===== src/rtl/alu_pkg.sv =====
// Shared types and constants for the ALU decode/issue stage.
// Optional feature macro: ALU_DECODE_MUL_EN (enables decode of the MUL encoding).
package alu_pkg;

  localparam int unsigned DATA_W     = 32;
  localparam int unsigned ALU_CTRL_W = 8;
  localparam int unsigned REG_ADDR_W = 5;

  // ALU control codes seen by execute.
  localparam logic [ALU_CTRL_W-1:0] ALU_ADD   = 8'd0;
  localparam logic [ALU_CTRL_W-1:0] ALU_SUB   = 8'd1;
  localparam logic [ALU_CTRL_W-1:0] ALU_AND   = 8'd2;
  localparam logic [ALU_CTRL_W-1:0] ALU_OR    = 8'd3;
  localparam logic [ALU_CTRL_W-1:0] ALU_XOR   = 8'd4;
  localparam logic [ALU_CTRL_W-1:0] ALU_SLT   = 8'd5;
  localparam logic [ALU_CTRL_W-1:0] ALU_SLTU  = 8'd6;
  localparam logic [ALU_CTRL_W-1:0] ALU_SRA   = 8'd7;
  localparam logic [ALU_CTRL_W-1:0] ALU_SRL   = 8'd8;
  localparam logic [ALU_CTRL_W-1:0] ALU_SLL   = 8'd9;
  localparam logic [ALU_CTRL_W-1:0] ALU_MUL   = 8'd10;
  localparam logic [ALU_CTRL_W-1:0] ALU_LUI   = 8'd11;
  localparam logic [ALU_CTRL_W-1:0] ALU_AUIPC = 8'd12;
  localparam logic [ALU_CTRL_W-1:0] ALU_LW    = 8'd13;
  localparam logic [ALU_CTRL_W-1:0] ALU_SW    = 8'd14;
  localparam logic [ALU_CTRL_W-1:0] ALU_JAL   = 8'd15;
  localparam logic [ALU_CTRL_W-1:0] ALU_JR    = 8'd16;
  localparam logic [ALU_CTRL_W-1:0] ALU_JALR  = 8'd17;
  localparam logic [ALU_CTRL_W-1:0] ALU_BEQ   = 8'd18;
  localparam logic [ALU_CTRL_W-1:0] ALU_BNE   = 8'd19;
  localparam logic [ALU_CTRL_W-1:0] ALU_BLT   = 8'd20;
  localparam logic [ALU_CTRL_W-1:0] ALU_BGE   = 8'd21;
  localparam logic [ALU_CTRL_W-1:0] ALU_BLTU  = 8'd22;
  localparam logic [ALU_CTRL_W-1:0] ALU_BGEU  = 8'd23;

  // RV32I major opcodes.
  localparam logic [6:0] OPC_LUI    = 7'b0110111;
  localparam logic [6:0] OPC_AUIPC  = 7'b0010111;
  localparam logic [6:0] OPC_JAL    = 7'b1101111;
  localparam logic [6:0] OPC_JALR   = 7'b1100111;
  localparam logic [6:0] OPC_BRANCH = 7'b1100011;
  localparam logic [6:0] OPC_LOAD   = 7'b0000011;
  localparam logic [6:0] OPC_STORE  = 7'b0100011;
  localparam logic [6:0] OPC_OP_IMM = 7'b0010011;
  localparam logic [6:0] OPC_OP     = 7'b0110011;

  localparam logic [6:0] F7_BASE = 7'b0000000;
  localparam logic [6:0] F7_ALT  = 7'b0100000;
  localparam logic [6:0] F7_MULD = 7'b0000001;

  // Issue packet handed to execute.
  typedef struct packed {
    logic [ALU_CTRL_W-1:0] alu_control;
    logic [DATA_W-1:0]     op_a;
    logic [DATA_W-1:0]     op_b;
    logic [REG_ADDR_W-1:0] rd;
    logic                  wb_en;
    logic                  is_load;
    logic                  is_store;
    logic                  is_branch;
    logic                  is_jump;
    logic [DATA_W-1:0]     store_data;
    logic [DATA_W-1:0]     target;
    logic                  illegal;
  } alu_pkt_t;

  // Occupancy of the two-entry output buffer.
  typedef enum logic [1:0] {
    ST_EMPTY = 2'd0,
    ST_ONE   = 2'd1,
    ST_FULL  = 2'd2
  } buf_state_e;

endpackage


===== src/rtl/alu_decode_issue_if.sv =====
// Fetch-side and execute-side signals of the decode/issue stage.
interface alu_decode_issue_if;
  import alu_pkg::*;

  logic                  in_valid;
  logic                  in_ready;
  logic [DATA_W-1:0]     in_instr;
  logic [DATA_W-1:0]     in_pc;
  logic [REG_ADDR_W-1:0] rs1_addr;
  logic [REG_ADDR_W-1:0] rs2_addr;
  logic [DATA_W-1:0]     rs1_data;
  logic [DATA_W-1:0]     rs2_data;
  logic                  out_valid;
  logic                  out_ready;
  logic [ALU_CTRL_W-1:0] alu_control;
  logic [DATA_W-1:0]     op_a;
  logic [DATA_W-1:0]     op_b;
  logic [REG_ADDR_W-1:0] rd;
  logic                  wb_en;
  logic                  is_load;
  logic                  is_store;
  logic                  is_branch;
  logic                  is_jump;
  logic [DATA_W-1:0]     store_data;
  logic [DATA_W-1:0]     target;
  logic                  illegal;

  // Decode stage view.
  modport master (
    input  in_valid, in_instr, in_pc, rs1_data, rs2_data, out_ready,
    output in_ready, rs1_addr, rs2_addr, out_valid, alu_control, op_a, op_b,
           rd, wb_en, is_load, is_store, is_branch, is_jump, store_data,
           target, illegal
  );

  // Fetch / register file / execute view.
  modport slave (
    output in_valid, in_instr, in_pc, rs1_data, rs2_data, out_ready,
    input  in_ready, rs1_addr, rs2_addr, out_valid, alu_control, op_a, op_b,
           rd, wb_en, is_load, is_store, is_branch, is_jump, store_data,
           target, illegal
  );

endinterface


===== src/rtl/alu_imm_gen.sv =====
// Immediate extraction for RV32I formats. U-immediate is left unshifted.
module alu_imm_gen
  import alu_pkg::*;
(
  input  logic [31:7]       instr_i,
  output logic [DATA_W-1:0] imm_i_o,
  output logic [DATA_W-1:0] imm_s_o,
  output logic [DATA_W-1:0] imm_b_o,
  output logic [DATA_W-1:0] imm_u_o,
  output logic [DATA_W-1:0] imm_j_o
);

  assign imm_i_o = {{20{instr_i[31]}}, instr_i[31:20]};
  assign imm_s_o = {{20{instr_i[31]}}, instr_i[31:25], instr_i[11:7]};
  assign imm_b_o = {{19{instr_i[31]}}, instr_i[31], instr_i[7], instr_i[30:25],
                    instr_i[11:8], 1'b0};
  assign imm_u_o = {12'b0, instr_i[31:12]};
  assign imm_j_o = {{11{instr_i[31]}}, instr_i[31], instr_i[19:12], instr_i[20],
                    instr_i[30:21], 1'b0};

endmodule


===== src/rtl/alu_decode_issue.sv =====
// RV32I decode/issue stage with a two-entry skid buffer toward execute.
// Optional feature macro: ALU_DECODE_MUL_EN (decode funct7=0000001/f3=000 as MUL).
module alu_decode_issue
  import alu_pkg::*;
#(
  parameter int unsigned XLEN = 32
) (
  input  logic               clk,
  input  logic               rst,
  alu_decode_issue_if.master bus
);

  logic [6:0]        opcode;
  logic [2:0]        f3;
  logic [6:0]        f7;
  logic [4:0]        rd_f;
  logic [XLEN-1:0]   imm_i, imm_s, imm_b, imm_u, imm_j;

  alu_pkt_t          dec_d;
  logic              ill_c;
  logic              wb_c;

  buf_state_e        state_q;
  alu_pkt_t          main_q;
  alu_pkt_t          skid_q;
  logic              in_ready_q;
  logic              out_valid_q;
  logic              accept;
  logic              xfer;

  assign opcode = bus.in_instr[6:0];
  assign rd_f   = bus.in_instr[11:7];
  assign f3     = bus.in_instr[14:12];
  assign f7     = bus.in_instr[31:25];

  // Register file read addresses go straight from the incoming word.
  assign bus.rs1_addr = bus.in_instr[19:15];
  assign bus.rs2_addr = bus.in_instr[24:20];

  alu_imm_gen u_imm_gen (
    .instr_i (bus.in_instr[31:7]),
    .imm_i_o (imm_i),
    .imm_s_o (imm_s),
    .imm_b_o (imm_b),
    .imm_u_o (imm_u),
    .imm_j_o (imm_j)
  );

  // Decode the incoming instruction into an issue packet.
  always_comb begin
    dec_d = '0;
    ill_c = 1'b0;
    wb_c  = 1'b0;
    case (opcode)
      OPC_OP: begin
        wb_c       = 1'b1;
        dec_d.op_a = bus.rs1_data;
        dec_d.op_b = bus.rs2_data;
        case (f7)
          F7_BASE: begin
            case (f3)
              3'b000:  dec_d.alu_control = ALU_ADD;
              3'b001:  dec_d.alu_control = ALU_SLL;
              3'b010:  dec_d.alu_control = ALU_SLT;
              3'b011:  dec_d.alu_control = ALU_SLTU;
              3'b100:  dec_d.alu_control = ALU_XOR;
              3'b101:  dec_d.alu_control = ALU_SRL;
              3'b110:  dec_d.alu_control = ALU_OR;
              default: dec_d.alu_control = ALU_AND;
            endcase
          end
          F7_ALT: begin
            if (f3 == 3'b000)      dec_d.alu_control = ALU_SUB;
            else if (f3 == 3'b101) dec_d.alu_control = ALU_SRA;
            else                   ill_c = 1'b1;
          end
          F7_MULD: begin
`ifdef ALU_DECODE_MUL_EN
            if (f3 == 3'b000) dec_d.alu_control = ALU_MUL;
            else              ill_c = 1'b1;
`else
            ill_c = 1'b1;
`endif
          end
          default: ill_c = 1'b1;
        endcase
      end
      OPC_OP_IMM: begin
        wb_c       = 1'b1;
        dec_d.op_a = bus.rs1_data;
        dec_d.op_b = imm_i;
        case (f3)
          3'b000: dec_d.alu_control = ALU_ADD;
          3'b010: dec_d.alu_control = ALU_SLT;
          3'b011: dec_d.alu_control = ALU_SLTU;
          3'b100: dec_d.alu_control = ALU_XOR;
          3'b110: dec_d.alu_control = ALU_OR;
          3'b111: dec_d.alu_control = ALU_AND;
          3'b001: begin
            dec_d.op_b        = XLEN'(bus.in_instr[24:20]);
            dec_d.alu_control = ALU_SLL;
            if (f7 != F7_BASE) ill_c = 1'b1;
          end
          default: begin
            dec_d.op_b = XLEN'(bus.in_instr[24:20]);
            if (f7 == F7_BASE)     dec_d.alu_control = ALU_SRL;
            else if (f7 == F7_ALT) dec_d.alu_control = ALU_SRA;
            else                   ill_c = 1'b1;
          end
        endcase
      end
      OPC_LUI: begin
        wb_c              = 1'b1;
        dec_d.alu_control = ALU_LUI;
        dec_d.op_b        = imm_u;
      end
      OPC_AUIPC: begin
        wb_c              = 1'b1;
        dec_d.alu_control = ALU_AUIPC;
        dec_d.op_a        = bus.in_pc;
        dec_d.op_b        = imm_u;
      end
      OPC_LOAD: begin
        wb_c          = 1'b1;
        dec_d.is_load = 1'b1;
        dec_d.op_a    = bus.rs1_data;
        dec_d.op_b    = imm_i;
        if (f3 != 3'b010) ill_c = 1'b1;
      end
      OPC_STORE: begin
        dec_d.is_store   = 1'b1;
        dec_d.op_a       = bus.rs1_data;
        dec_d.op_b       = imm_s;
        dec_d.store_data = bus.rs2_data;
        if (f3 != 3'b010) ill_c = 1'b1;
      end
      OPC_JAL: begin
        wb_c          = 1'b1;
        dec_d.is_jump = 1'b1;
        dec_d.op_a    = bus.in_pc;
        dec_d.op_b    = XLEN'(4);
        dec_d.target  = bus.in_pc + imm_j;
      end
      OPC_JALR: begin
        wb_c          = 1'b1;
        dec_d.is_jump = 1'b1;
        dec_d.op_a    = bus.in_pc;
        dec_d.op_b    = XLEN'(4);
        dec_d.target  = (bus.rs1_data + imm_i) & ~XLEN'(1);
        if (f3 != 3'b000) ill_c = 1'b1;
      end
      OPC_BRANCH: begin
        dec_d.is_branch = 1'b1;
        dec_d.op_a      = bus.rs1_data;
        dec_d.op_b      = bus.rs2_data;
        dec_d.target    = bus.in_pc + imm_b;
        case (f3)
          3'b000:  dec_d.alu_control = ALU_BEQ;
          3'b001:  dec_d.alu_control = ALU_BNE;
          3'b100:  dec_d.alu_control = ALU_BLT;
          3'b101:  dec_d.alu_control = ALU_BGE;
          3'b110:  dec_d.alu_control = ALU_BLTU;
          3'b111:  dec_d.alu_control = ALU_BGEU;
          default: ill_c = 1'b1;
        endcase
      end
      default: ill_c = 1'b1;
    endcase

    // Only writing classes carry a destination; x0 never writes back.
    if (wb_c) begin
      dec_d.rd    = rd_f;
      dec_d.wb_en = (rd_f != 5'd0);
    end

    // Illegal encodings issue as an otherwise empty packet.
    if (ill_c) begin
      dec_d         = '0;
      dec_d.illegal = 1'b1;
    end
  end

  assign accept = bus.in_valid & in_ready_q;
  assign xfer   = out_valid_q & bus.out_ready;

  // Skid buffer occupancy, registered ready and output packet.
  always_ff @(posedge clk) begin
    if (rst) begin
      state_q     <= ST_EMPTY;
      in_ready_q  <= 1'b0;
      out_valid_q <= 1'b0;
      main_q      <= '0;
      skid_q      <= '0;
    end else begin
      case (state_q)
        ST_EMPTY: begin
          in_ready_q <= 1'b1;
          if (accept) begin
            main_q      <= dec_d;
            out_valid_q <= 1'b1;
            state_q     <= ST_ONE;
          end
        end
        ST_ONE: begin
          if (accept && xfer) begin
            main_q <= dec_d;
          end else if (xfer) begin
            out_valid_q <= 1'b0;
            state_q     <= ST_EMPTY;
          end else if (accept) begin
            skid_q     <= dec_d;
            in_ready_q <= 1'b0;
            state_q    <= ST_FULL;
          end
        end
        ST_FULL: begin
          if (xfer) begin
            main_q     <= skid_q;
            in_ready_q <= 1'b1;
            state_q    <= ST_ONE;
          end
        end
        default: begin
          state_q     <= ST_EMPTY;
          out_valid_q <= 1'b0;
          in_ready_q  <= 1'b0;
        end
      endcase
    end
  end

  assign bus.in_ready    = in_ready_q;
  assign bus.out_valid   = out_valid_q;
  assign bus.alu_control = main_q.alu_control;
  assign bus.op_a        = main_q.op_a;
  assign bus.op_b        = main_q.op_b;
  assign bus.rd          = main_q.rd;
  assign bus.wb_en       = main_q.wb_en;
  assign bus.is_load     = main_q.is_load;
  assign bus.is_store    = main_q.is_store;
  assign bus.is_branch   = main_q.is_branch;
  assign bus.is_jump     = main_q.is_jump;
  assign bus.store_data  = main_q.store_data;
  assign bus.target      = main_q.target;
  assign bus.illegal     = main_q.illegal;

endmodule


===== src/flat_wrapper.sv =====
// flat-port wrapper written by rule: the top's interface ports become plain ports
module alu_decode_issue_flat import alu_pkg::*;
#(
  parameter int unsigned XLEN = 32
)
  (clk, rst, bus_in_valid, bus_in_instr, bus_in_pc, bus_rs1_data, bus_rs2_data, bus_out_ready, bus_in_ready, bus_rs1_addr, bus_rs2_addr, bus_out_valid, bus_alu_control, bus_op_a, bus_op_b, bus_rd, bus_wb_en, bus_is_load, bus_is_store, bus_is_branch, bus_is_jump, bus_store_data, bus_target, bus_illegal);
  alu_decode_issue_if bus_i ();
  input  logic clk;
  input  logic rst;
  input wire logic [$bits(bus_i.in_valid)-1:0] bus_in_valid;
  input wire logic [$bits(bus_i.in_instr)-1:0] bus_in_instr;
  input wire logic [$bits(bus_i.in_pc)-1:0] bus_in_pc;
  input wire logic [$bits(bus_i.rs1_data)-1:0] bus_rs1_data;
  input wire logic [$bits(bus_i.rs2_data)-1:0] bus_rs2_data;
  input wire logic [$bits(bus_i.out_ready)-1:0] bus_out_ready;
  output wire logic [$bits(bus_i.in_ready)-1:0] bus_in_ready;
  output wire logic [$bits(bus_i.rs1_addr)-1:0] bus_rs1_addr;
  output wire logic [$bits(bus_i.rs2_addr)-1:0] bus_rs2_addr;
  output wire logic [$bits(bus_i.out_valid)-1:0] bus_out_valid;
  output wire logic [$bits(bus_i.alu_control)-1:0] bus_alu_control;
  output wire logic [$bits(bus_i.op_a)-1:0] bus_op_a;
  output wire logic [$bits(bus_i.op_b)-1:0] bus_op_b;
  output wire logic [$bits(bus_i.rd)-1:0] bus_rd;
  output wire logic [$bits(bus_i.wb_en)-1:0] bus_wb_en;
  output wire logic [$bits(bus_i.is_load)-1:0] bus_is_load;
  output wire logic [$bits(bus_i.is_store)-1:0] bus_is_store;
  output wire logic [$bits(bus_i.is_branch)-1:0] bus_is_branch;
  output wire logic [$bits(bus_i.is_jump)-1:0] bus_is_jump;
  output wire logic [$bits(bus_i.store_data)-1:0] bus_store_data;
  output wire logic [$bits(bus_i.target)-1:0] bus_target;
  output wire logic [$bits(bus_i.illegal)-1:0] bus_illegal;
  assign bus_i.in_valid = bus_in_valid;
  assign bus_i.in_instr = bus_in_instr;
  assign bus_i.in_pc = bus_in_pc;
  assign bus_i.rs1_data = bus_rs1_data;
  assign bus_i.rs2_data = bus_rs2_data;
  assign bus_i.out_ready = bus_out_ready;
  assign bus_in_ready = bus_i.in_ready;
  assign bus_rs1_addr = bus_i.rs1_addr;
  assign bus_rs2_addr = bus_i.rs2_addr;
  assign bus_out_valid = bus_i.out_valid;
  assign bus_alu_control = bus_i.alu_control;
  assign bus_op_a = bus_i.op_a;
  assign bus_op_b = bus_i.op_b;
  assign bus_rd = bus_i.rd;
  assign bus_wb_en = bus_i.wb_en;
  assign bus_is_load = bus_i.is_load;
  assign bus_is_store = bus_i.is_store;
  assign bus_is_branch = bus_i.is_branch;
  assign bus_is_jump = bus_i.is_jump;
  assign bus_store_data = bus_i.store_data;
  assign bus_target = bus_i.target;
  assign bus_illegal = bus_i.illegal;
  alu_decode_issue #(.XLEN(XLEN)) u_core (.clk(clk), .rst(rst), .bus(bus_i));
endmodule

===== config.mk =====
export PLATFORM = sky130hd
export DESIGN_NAME = alu_decode_issue_flat
export DESIGN_NICKNAME = d
export VERILOG_FILES = /design/src/rtl/alu_pkg.sv /design/src/rtl/alu_decode_issue_if.sv /design/src/rtl/alu_imm_gen.sv /design/src/rtl/alu_decode_issue.sv /design/src/flat_wrapper.sv
export SDC_FILE = /design/constraint.sdc
export NUM_CORES = 1
export LEC_CHECK = 0
export BUFFER_PORTS_ARGS = -buffer_cell sky130_fd_sc_hd__buf_2
export CAP_MARGIN = 25
export CORE_ASPECT_RATIO = 1.25
export CORE_MARGIN = 1.5
export CORE_UTILIZATION = 58
export CTS_CLUSTER_DIAMETER = 50
export DETAILED_ROUTE_END_ITERATION = 8
export PLACE_DENSITY_LB_ADDON = 0.05
export SYNTH_ARGS = -nofsm -noshare
export SYNTH_HDL_FRONTEND = slang
export SYNTH_HIERARCHICAL = 1
export SYNTH_SLANG_ARGS = --single-unit

===== constraint.sdc =====
create_clock -name clk -period 5.2 [get_ports clk]
set_clock_uncertainty 0.05 [all_clocks]
set_input_delay 0 -clock clk [delete_from_list [all_inputs] [get_ports clk]]
set_output_delay 0 -clock clk [all_outputs]
set_load 0.02 [all_outputs]

==> impl_metrics.toml, run 1 <==
[detailed_routing]
dr.pass1.iters = 9
vias = 18500
initialDrtViolationCount = 2396
drtAntennaViolNets = 0
drc = 0
wl_um = 63300
wl_per_cell_um = 21.5
via_per_inst = 6.31

[logic_synthesis]
synth_top_area_cell = "dfxtp_1"
synthTopCellsByArea = "dfxtp_1 (32%), nand2_1 (8.4%), buf_4 (7.1%)"
ys_ff_latch = 292
yosysSeqAreaShare = 0.320
syn-cell-area_um2 = 18300
async_flop_share = 0
synth_edf_count = 0
synth.top_cells.by_count = "nand2_1 (409), dfxtp_1 (292), a21oi_1 (246), nor2_1 (211), buf_4 (173)"
synth_warnings = 6
synthCells = 2414
postSynthAreaPerCell_um2 = 7.57
synthFlopType = "dfxtp_1"
synth.most_common_cell = "nand2_1"
ys_types = 72
synth_top_area_frac = 0.320

[setup_path]
worstReg2RegStart = "u_core/state_q[1]"
required_ns = 5.53
worstRegToRegCells = 6
worstSetupEndpoint = "u_core/bus.target[25]"
crit_type = "input pin to register"
endpoint_kind = "register"
rrSetupSlack_ns = 2.07
crit_fanout = 41
crit_path_start = "bus_in_instr[6]"
r2r_end = "u_core/bus.op_b[0]"
worstPathArrival_ns = 4.50
start_kind = "input pin"

[die]
die_w_um = 162
row_count = 72
die-area_um2 = 32600
dieHeight_um = 201
io_pins = 291
core_um2 = 31000
start_util = 0.589

[placement]
dpl_worst_slack_ns = 0.886
post-place-cells = 2784
portBuffers = 287
dpl.hpwl_um = 42600
gp_congestion = 1.01

[run]
cap_violations = 0

[global_routing]
globalRouteOverflowTotal = 0
grt_pass1_vias = 17100
grt_max_degree = 148
antenna_found_initial = 4
grt_pass1_wl_um = 96300
grt_usage = 0.374

[power]
max-vdd-ir-drop_mv = 0.298
total_power_mw = 6.18
p_per_area_nw_per_um2 = 299
power_leakage_nw = 7.79

[cts]
post-cts-setup-buffers = 0
cts_root_buf = "clkbuf_16"
cts_tree = "done"
holdBufCountCts = 91
clockBufferDepth = 3
clock_latency_ns = 0.53
cts_max_level = 2
cts_sinks = 292
clk_pin_slew_ns = 0.06
cts_resized = 0
cts_made_buffers = 34

[timing]
tns_ns = 0
fmax_mhz = 239
fin_crit_ns = 4.18
finalSetupViolations = 0
worst_pin_slew_ns = 1.02
drv_slew = 0
hold_viol_final = 0
relSlewSlack = 0.318
finalCritPeriodShare = 0.803
worst_slack_ns = 1.02
rsz0062_at_grt = "false"

[finish]
fill_cells = 2674
nNetsFinal = 2708
final_cells = 2938
drive_gt1_frac = 0.168
utilization = 0.667
area_growth_pct = 13.2

[worst_hold_path]
hold_class = "input pin to register"

[outcome]
status = "completed"
==> cells in the final DEF, fill, tap and decap left out, types with 6 or more instances in the layout <==
cell and n:
a211oi_1 23, a21o_1 32, a21oi_1 244, a221oi_1 7, a222oi_1 27, a22o_1 34, a22oi_1 31, a311oi_1 109
a31oi_1 15, and3_1 9, buf_2 286, buf_4 23, clkbuf_1 9, clkbuf_16 35, clkbuf_8 6, conb_1 17
dfxtp_1 292, dlygate4sd3_1 91, ha_1 68, inv_1 13, mux2_2 32, nand2_1 409, nand2b_1 12, nand3_1 165
nand4_1 9, nor2_1 211, nor3_1 25, nor4_1 12, o211ai_1 17, o21a_1 12, o21ai_0 69, o21bai_1 8
o221ai_1 6, o31ai_1 8, or3_1 10, xnor2_1 29, xor2_1 24
==> kinds of logic (layout without fill, tap and decap cells) <==
group / count (synthesis) / count (layout) / share of synthesized area
simple gates: 896 / 896 / 0.211
buf+inv: 380 / 480 / 0.116
flops: 292 / 292 / 0.320
other cells: 2 / 19 / 0.000411
mux: 36 / 36 / 0.0219
compound gates: 685 / 685 / 0.256
xor+xnor: 53 / 53 / 0.0254
fa+ha+maj: 70 / 70 / 0.0488
==> registers in the layout, indices dropped and copies added (netlist names) <==
name	count
u_core/bus.in_ready	1
u_core/bus.op_b	32
u_core/bus.op_a	32
u_core/bus.is_store	1
u_core/bus.rd	5
u_core/bus.illegal	1
u_core/bus.wb_en	1
u_core/bus.out_valid	1
u_core/bus.is_branch	1
u_core/bus.target	32
u_core/bus.alu_control	5
u_core/state_q	2
u_core/bus.store_data	32
u_core/skid_q	144
u_core/bus.is_jump	1
u_core/bus.is_load	1
==> how the worst min path moves through the flow <==
stage                     start            endpoint  slack, ns  depth (start not counted)
6_report                    rst  u_core/bus.op_b[1]       0.02                          2
3_5_place_dp   bus_rs2_data[23]   u_core/skid_q[56]       0.23                          3
3_3_place_gp   bus_rs2_data[31]   u_core/skid_q[64]       0.23                          3
2_1_floorplan  bus_in_instr[15]     bus_rs1_addr[0]       0.06                          1
5_1_grt           bus_in_pc[20]  u_core/skid_q[127]      0.006                          4
4_1_cts           bus_in_pc[20]  u_core/skid_q[127]      0.005                          4
==> cell type report <==
cell class                      instances  area (um^2)  area share
Antenna cell                            2         5.00    0.000242
Clock buffer                           49          978      0.0473
Clock inverter                         10          180     0.00871
Inverter                               13         48.8     0.00236
Multi-Input combinational cell       1757        10400       0.505
Sequential cell                       292         5850       0.283
Tap cell                              407          509      0.0246
Timing Repair Buffer                  408         2670       0.129
==> critical path: stages <==
cell and delay [ns]:
dlygate4sd3_1 0.56, buf_2 0.21, nand2_1 0.16, nor3_2 0.22
buf_12 0.28, mux2_2 0.39, ha_1 0.33, a21oi_1 0.27
o211ai_1 0.17, a221oi_2 0.53, a211oi_1 0.19, o31ai_1 0.46
xor2_1 0.19, o22ai_1 0.14, a221oi_1 0.29, nor3_1 0.08
==> power by group <==
| group | total (mW) | internal, mW | switching, mW |
|---|---|---|---|
| Clock | 2.50 | 1.52 | 0.978 |
| Sequential | 2.40 | 2.34 | 0.0664 |
| Combinational | 1.28 | 0.451 | 0.832 |
| Total | 6.18 | 4.31 | 1.88 |
==> metal layers <==
| metal | GRT usage | wire [um] | part of all wire | vias to the layer above |
|---|---|---|---|---|
| li1 | - | - | - | 8710 |
| met5 | 0 | 37 | 0.00058 | - |
| met3 | 0.0482 | 4490 | 0.071 | 197 |
| met2 | 0.627 | 30600 | 0.48 | 934 |
| met4 | 0.230 | 3970 | 0.063 | 6 |
| met1 | 0.454 | 24200 | 0.38 | 8687 |
==> metrics by stage <==
step                instance area [um^2]  hold slack (ns)
floorplan                          18300           0.0626
global placement                   18600            0.228
detailed placement                 18600            0.235
CTS                                20600          0.00484
global route                       20700          0.00578
finish                             20700           0.0193
Note: power is estimated with default switching activity, not from simulation.
==> inputs of run 2 (changes only) <==
- clock period: 5.2 -> 4 ns (I/O delays scaled with it)
==> impl_metrics.toml, run 2 (same netlist as run 1, synthesis figures left out) <==
[global_routing]
antenna_found_initial = 5
grt_pass1_vias = 18000
grt_pass1_wl_um = 100000
globalRouteOverflowTotal = 0
grt_max_degree = 186
grt_usage = 0.387

[cts]
cts_tree = "done"
clk_pin_slew_ns = 0.06
cts_sinks = 292
cts_root_buf = "clkbuf_16"
clockBufferDepth = 3
clock_latency_ns = 0.58
post-cts-setup-buffers = 0
cts_max_level = 1
cts_made_buffers = 31

[finish]
utilization = 0.680
drive_gt1_frac = 0.177
multi_input_area_um2 = 10500
design_area_um2 = 21100
largest_reg_flops = 144
layout_common_cells = "nand2_1 (409), dfxtp_1 (292), buf_2 (286), a21oi_1 (244), nor2_1 (210)"
fill_cells = 2750
nNetsFinal = 2763
layout.area.seq_um2 = 5850
max_flop_register = "u_core/skid_q"
mostFrequentLayoutCell = "nand2_1"
area_growth_pct = 15.4
final_cells = 2993

[timing]
worst_pin_slew_ns = 1.08
fmax_mhz = 265
fin_crit_ns = 3.77
drv_slew = 0
tns_ns = 0
finalSetupViolations = 0
hold_viol_final = 0
worst_slack_ns = 0.225
finalCritPeriodShare = 0.944
fin_hold_ws_ns = 0.0260
rsz0062_at_grt = "false"
relSlewSlack = 0.271

[setup_path]
slowest_delay_ns = 0.56
crit_chain = "dlygate4sd3_1 -> buf_2 -> nand2_1 -> nor3_4 -> buf_4 -> mux2_2 -> ha_1 -> a21oi_1 -> o211ai_1 -> a221oi_2 -> a211oi_1 -> o31ai_1 -> buf_4 -> xor2_1 -> o22ai_1 -> a221oi_1 -> nor3_1"
rrSetupSlack_ns = 1.20
endpoint_kind = "register"
worstPathArrival_ns = 4.16
crit_top_cell = "buf_4"
start_kind = "input pin"
crit_slowest_cell = "dlygate4sd3_1"
required_ns = 4.38
crit_type = "input pin to register"
crit_fanout = 10

[outcome]
status = "completed"

[run]
cap_violations = 0

[die]
die-area_um2 = 32600
die_w_um = 162
core_um2 = 31000
dieHeight_um = 201
start_util = 0.589
row_count = 72
io_pins = 291

[detailed_routing]
initialDrtViolationCount = 2146
wl_per_cell_um = 21.7
drc = 0
vias = 18900
drtAntennaViolNets = 0
wl_um = 64900
via_per_inst = 6.33
dr.pass1.iters = 8

[placement]
dpl_worst_slack_ns = -0.0425
portBuffers = 287
dpl.hpwl_um = 44100
post-place-cells = 2819
gp_congestion = 1.04
placed_area_um2 = 18900

[power]
power_leakage_nw = 8.03
p_per_area_nw_per_um2 = 369
total_power_mw = 7.78
max-vdd-ir-drop_mv = 0.347

[worst_hold_path]
hold_class = "input pin to register"
run 2: cell types whose count changed in the layout (fill, tap and decap cells not counted), moves of 2 or more:
cell / change
buf_4: +32
dlygate4sd3_1: +25
clkbuf_16: -4
buf_12: +3
clkbuf_1: -3
clkbuf_8: +3
bufinv_16: -2
diode_2: +2
inv_6: -2
run 2: routing by layer:
| metal | track usage | vias to the layer above | wire, um |
|---|---|---|---|
| met1 | 0.449 | 8995 | 24300 |
| met4 | 0.233 | 6 | 4250 |
| met2 | 0.674 | 926 | 31700 |
| li1 | - | 8798 | - |
| met5 | 0 | - | 45 |
| met3 | 0.0497 | 216 | 4600 |
run 2: final timing paths:
kind                            to                from  cells past startpoint
max reg2reg    u_core/bus.op_a[12]   u_core/state_q[1]                      5
min reg2reg     u_core/skid_q[124]  u_core/skid_q[124]                      2
max          u_core/bus.target[25]     bus_in_instr[6]                     17
min            u_core/bus.op_a[28]    bus_rs1_data[28]                      4
run 2: cell type report:
cell class,instances,area share
Sequential cell,292,0.277
Tap cell,407,0.0242
Multi-Input combinational cell,1757,0.496
Clock buffer,45,0.0431
Antenna cell,4,0.000475
Clock inverter,9,0.00588
Timing Repair Buffer,466,0.151
Inverter,13,0.00231
run 2: repair_timing:
action	4_1_cts	5_1_grt
gates resized for setup	0	3
endpoints found under the setup margin	0	7
hold buffers	116	0
hold endpoints to repair	193	0
run 2: critical path: cells and delay by family:
family / cells / cell delay (ns)
muxes: 1 / 0.37
xor gates and xnor gates: 1 / 0.14
adders and majority gates: 1 / 0.32
AOI/OAI and AO/OA: 7 / 1.58
and+or+nand+nor: 3 / 0.51
buffers and inverters: 4 / 1.22
run 2: power breakdown:
| part | internal, mW | switching, mW |
|---|---|---|
| registers | 3.04 | 0.0867 |
| clock network | 1.70 | 1.22 |
| logic | 0.630 | 1.11 |
